### config.mk
export PLATFORM = sky130hd
export DESIGN_NAME = viterbi_bm_sched
export DESIGN_NICKNAME = d
export VERILOG_FILES = /design/src/rtl/viterbi_pkg.sv /design/src/rtl/branch_metric_calc.sv /design/src/rtl/viterbi_bm_sched.sv
export SDC_FILE = /design/constraint.sdc
export NUM_CORES = 1
export LEC_CHECK = 0
export ABC_CLOCK_PERIOD_IN_PS = 1500
export BUFFER_PORTS_ARGS = -buffer_cell sky130_fd_sc_hd__buf_2
export CAP_MARGIN = 30
export CORE_AREA = 5 5 42 44
export DETAILED_ROUTE_END_ITERATION = 7
export DIE_AREA = 0 0 47 49
export GPL_TIMING_DRIVEN = 0
export SLEW_MARGIN = 20
export SYNTH_ARGS = -nofsm -noshare
export SYNTH_HDL_FRONTEND = slang
export SYNTH_SLANG_ARGS = --single-unit
export TNS_END_PERCENT = 5
### constraint.sdc
create_clock -name clk -period 1.5 [get_ports clk]
set_input_delay 0.075 -clock clk [delete_from_list [all_inputs] [get_ports clk]]
set_output_delay 0.075 -clock clk [all_outputs]
set_load 0.05 [all_outputs]
### src/rtl/viterbi_pkg.sv
// Shared trellis constants and the rate-1/2 convolutional encoder used by the
// branch-metric scheduler and any trellis model.
package viterbi_pkg;

    localparam int K          = 3;
    localparam logic [K-1:0] G0 = 3'b111;
    localparam logic [K-1:0] G1 = 3'b101;
    localparam int NUM_STATES = 1 << (K - 1);
    localparam int NB         = 2 * NUM_STATES;

    // Widest constraint length the encoder helper supports.
    localparam int KMAX = 16;

    typedef enum logic {
        IDLE = 1'b0,
        RUN  = 1'b1
    } fsm_state_e;

    // Encoder register is {b, state} with the newest bit in the MSB; returns {e1, e0}.
    // Bits of state above k-2 must be zero.
    function automatic logic [1:0] conv_encode(
        input logic [KMAX-2:0] state,
        input logic            b,
        input int              k  = K,
        input logic [KMAX-1:0] g0 = KMAX'(G0),
        input logic [KMAX-1:0] g1 = KMAX'(G1)
    );
        logic [KMAX-1:0] r;
        r = {1'b0, state} | (KMAX'(b) << (k - 1));
        return {^(r & g0), ^(r & g1)};
    endfunction

endpackage

### src/rtl/branch_metric_calc.sv
// Hamming distance between a received rate-1/2 symbol and an expected codeword.
module branch_metric_calc (
    input  logic [1:0] sym_q_i,
    input  logic [1:0] code_i,
    output logic [1:0] metric_o
);

    logic [1:0] diff;

    assign diff     = sym_q_i ^ code_i;
    assign metric_o = {1'b0, diff[1]} + {1'b0, diff[0]};

endmodule

### src/rtl/viterbi_bm_sched.sv
// Branch-metric scheduler: walks every trellis branch of one received symbol
// through a single shared XOR/popcount datapath, one metric per transfer.
module viterbi_bm_sched
    import viterbi_pkg::*;
#(
    parameter int           K  = viterbi_pkg::K,
    parameter logic [K-1:0] G0 = K'(viterbi_pkg::G0),
    parameter logic [K-1:0] G1 = K'(viterbi_pkg::G1)
) (
    input  logic         clk,
    input  logic         rst_n,
    input  logic         clear,
    input  logic         sym_valid,
    output logic         sym_ready,
    input  logic [1:0]   sym,
    output logic         bm_valid,
    input  logic         bm_ready,
    output logic [K-2:0] bm_state,
    output logic         bm_bit,
    output logic [1:0]   bm_metric,
    output logic         bm_last,
    output logic         busy
);

    fsm_state_e      state_q, state_d;
    logic [K-1:0]    idx_q, idx_d;
    logic [1:0]      sym_q, sym_d;
    logic [KMAX-2:0] src_state;
    logic [1:0]      code;
    logic [1:0]      metric;
    logic            at_last;
    logic            accept;
    logic            xfer;

    assign at_last = (idx_q == '1);
    assign accept  = (state_q == IDLE) && sym_valid && !clear;
    assign xfer    = (state_q == RUN) && bm_ready && !clear;

    // Branch order is state-major: idx = {source state, hypothesised bit}.
    assign src_state = (KMAX-1)'(idx_q[K-1:1]);
    assign code      = conv_encode(src_state, idx_q[0], K, KMAX'(G0), KMAX'(G1));

    branch_metric_calc u_bmc (
        .sym_q_i  (sym_q),
        .code_i   (code),
        .metric_o (metric)
    );

    always_ff @(posedge clk or negedge rst_n) begin
        if (!rst_n) begin
            state_q <= IDLE;
        end else begin
            state_q <= state_d;
        end
    end

    always_comb begin
        state_d = state_q;
        if (clear) begin
            state_d = IDLE;
        end else begin
            case (state_q)
                IDLE:    if (sym_valid) state_d = RUN;
                RUN:     if (bm_ready && at_last) state_d = IDLE;
                default: state_d = IDLE;
            endcase
        end
    end

    // clear outranks both acceptance and transfer on the same edge.
    always_comb begin
        idx_d = idx_q;
        sym_d = sym_q;
        if (clear) begin
            idx_d = '0;
        end else if (accept) begin
            idx_d = '0;
            sym_d = sym;
        end else if (xfer) begin
            idx_d = idx_q + K'(1);
        end
    end

    always_ff @(posedge clk or negedge rst_n) begin
        if (!rst_n) begin
            idx_q <= '0;
            sym_q <= '0;
        end else begin
            idx_q <= idx_d;
            sym_q <= sym_d;
        end
    end

    // Outputs decode from registered state only; branch fields are zero unless valid.
    always_comb begin
        sym_ready = 1'b0;
        bm_valid  = 1'b0;
        busy      = 1'b0;
        bm_state  = '0;
        bm_bit    = 1'b0;
        bm_metric = 2'd0;
        bm_last   = 1'b0;
        case (state_q)
            IDLE: sym_ready = 1'b1;
            RUN: begin
                bm_valid  = 1'b1;
                busy      = 1'b1;
                bm_state  = idx_q[K-1:1];
                bm_bit    = idx_q[0];
                bm_metric = metric;
                bm_last   = at_last;
            end
            default: sym_ready = 1'b0;
        endcase
    end

endmodule

==> results.txt <==
Pwr Density -> 1010 mW/mm^2
wire per inst -> 11.5 um
Slew headroom -> 0.829
Required @ worst endpoint -> 1.42 ns
cell mode on critical path -> ha_1
cell count after synthesis -> 36
initial antenna violation count -> 0
Ys Warns -> 0
Crit-path slowest cell -> dfrtp_1
Hold Fails Final Rpt -> 0
Final Skew -> 0.00808 ns
gr usage total -> 0.0852
Post-Syn Area -> 412 sq um
RR Startpoint -> idx_q[0]
vias in the first global route -> 343
P_leak -> 0.295 nW
Worst-path clk slew -> 0.05 ns
CP Capture Type -> output port
Final Critical Period -> 1.72 ns
vias post-DR -> 334
setup ws final -> -0.224 ns
root buffer cell -> clkbuf_4
Core Util, Final -> 0.418
share of layout cells above drive strength 1 -> 0.534
RSZ-0062 raised after global routing -> true
Worst R2R End -> state_q
HPWL Detailed -> 611 um
Buf/Inv on CP -> 1
Ports -> 16
syn_area_per_cell -> 11.4 sq um
Top Family by Delay on Critical Path -> adder cells
slew at the pin with the worst max-slew slack -> 0.257 ns
Layout Nets -> 69
residual DRC count -> 0
Fmax -> 580 MHz
FILL cells -> 148
CTS buffer count -> 3
area of the core -> 0.00140 sq mm
FP Rows -> 14
multi-input logic area -> 245 sq um
register area -> 151 sq um
grt ovf -> 0
post-synthesis sequential area ratio -> 0.365
Synth Register Bits -> 6
Via density -> 4.51
IO buf count -> 15
Hold Path Sink -> sym_q[0]
DR iter-0 viols -> 1
later-pin clock latency in the skew report -> 0.24 ns
Worst Hold Class -> input port to register
critical path fanouts, max -> 2
first-pass GRT wire length -> 1440 um
First-pass DRT Iterations -> 2
initial core utilization -> 0.294
WS Path Type -> register to output port
die area -> 0.00230 sq mm
Worst EP arrival -> 1.65 ns
failing checks -> setup timing
status -> complete, but fails checks
worst vdd ir -> 0.505 mV
Hold Crit Start -> sym[0]
# clock sinks -> 6
chip height -> 49 um
clk buf depth -> 2
CTS tree -> built
Max-Cap Viols -> 0
Final Wtd Congestion -> 0.691
level count of the clock H-tree -> 1
Area Overhead vs Synth -> 42.2%
Startpoint Class -> register
Reg2Reg Setup Slack -> 0.20 ns
crit-path cells -> ha_1, xor2_1, ha_1, and2_4, buf_8
Die X-Extent -> 47 um
Pwr Total -> 0.000594 W
largest net degree at the start of global routing -> 11
Worst Hold Depth -> 2
period utilization -> 1.15
# diodes -> 0
CP peak stage delay -> 0.40 ns
Distinct cells, synth -> 16
Routed Wire Length -> 849 um
Slew Viols, Final -> 0
Synth Net Count -> 46
Final Setup Violations -> 2
post-route ant nets -> 0
R2R cell count -> 4
## power by group
group | switching, W | leakage [nW] | internal (W)
sequential | 0.0000152 | 0.0749 | 0.000180
combinational | 0.000137 | 0.205 | 0.000106
clock | 0.0000546 | 0.0150 | 0.000101
total | 0.000207 | 0.295 | 0.000387
## sequential cells by signal, summed over array words and instances (netlist names)
| register | cells |
|---|---|
| sym_q | 2 |
| state_q | 1 |
| idx_q | 3 |
## synth_stat cells (all sizes together)
master | instances | area share
a211oi | 3 | 0.091
a21oi | 3 | 0.036
a221oi | 1 | 0.021
and2 | 6 | 0.097
buf | 2 | 0.046
dfrtp | 6 | 0.36
ha | 3 | 0.091
inv | 2 | 0.018
mux2 | 2 | 0.055
mux2i | 2 | 0.049
nor3 | 1 | 0.024
xnor2 | 3 | 0.064
xor2 | 2 | 0.043
## through the flow
step           std cells  setup slack (ns)  TNS, ns  instance area [sq um]  hold slack, ns
3_3_place_gp          67            -0.161   -0.187                    509          -0.100
5_1_grt               74            -0.278   -0.470                    586          0.0640
6_report              74            -0.224   -0.373                    586          0.0552
4_1_cts               74            -0.232   -0.389                    578          0.0482
3_5_place_dp          67            -0.175   -0.216                    509         -0.0975
2_1_floorplan         36           -0.0243  -0.0482                    414          -0.221
## cells in the final DEF, fill, tap and decap left out
cell type      count
xor2_1             2
mux2_1             2
xnor2_2            1
buf_4              3
xnor2_1            2
a211oi_2           3
dfrtp_1            5
ha_1               3
buf_2             13
clkbuf_1           1
clkbuf_4           3
dfrtp_2            1
buf_6              2
and2_4             2
inv_1              1
a221oi_1           1
dlygate4sd3_1      1
nor3_2             1
and2_1             4
mux2i_1            2
a21oi_1            3
buf_8              1
inv_2              1
## kinds of logic (layout without fill, tap and decap cells)
kind of cell	count (synthesis)	count (layout)	share of synthesized area
AOI/OAI and AO/OA	7	7	0.149
and+or+nand+nor	7	7	0.122
DFF	6	6	0.365
xor gates and xnor gates	5	5	0.106
muxes	4	4	0.103
buffers and inverters	4	26	0.0638
adders and majority gates	3	3	0.0912
## routing by layer
metal | vias up | wire (um) | global-route usage
li1 | 172 | - | -
met1 | 152 | 333 | 0.0991
met2 | 8 | 447 | 0.129
met3 | 2 | 53 | 0.0185
met4 | 0 | 15 | 0.0645
met5 | - | 0 | 0
## how the worst max path moves through the flow
stage               startpoint           end  slack (ns)  depth (start not counted)
finish                idx_q[0]  bm_metric[0]       -0.22                          5
detailed placement    idx_q[0]  bm_metric[0]       -0.17                          5
floorplan             idx_q[0]  bm_metric[1]       -0.02                          4
global placement      idx_q[0]  bm_metric[0]       -0.16                          5
global route          idx_q[0]  bm_metric[0]       -0.28                          6
CTS                   idx_q[1]  bm_metric[0]       -0.23                          5
## area by class of cell
| class | count | area share |
|---|---|---|
| Multi-Input combinational cell | 26 | 0.419 |
| Inverter | 2 | 0.0128 |
| Tap cell | 16 | 0.0342 |
| Clock buffer | 4 | 0.0449 |
| Buffer | 2 | 0.0321 |
| Timing Repair Buffer | 18 | 0.199 |
| Sequential cell | 6 | 0.259 |
## timing repair
action	in CTS	in global routing
endpoints found under the hold margin	6	0
pin swaps	4	1
setup buffers	2	0
resized for setup	6	1
hold buffers	1	0
setup endpoints to repair	3	2
(Power assumes the default switching activity.)
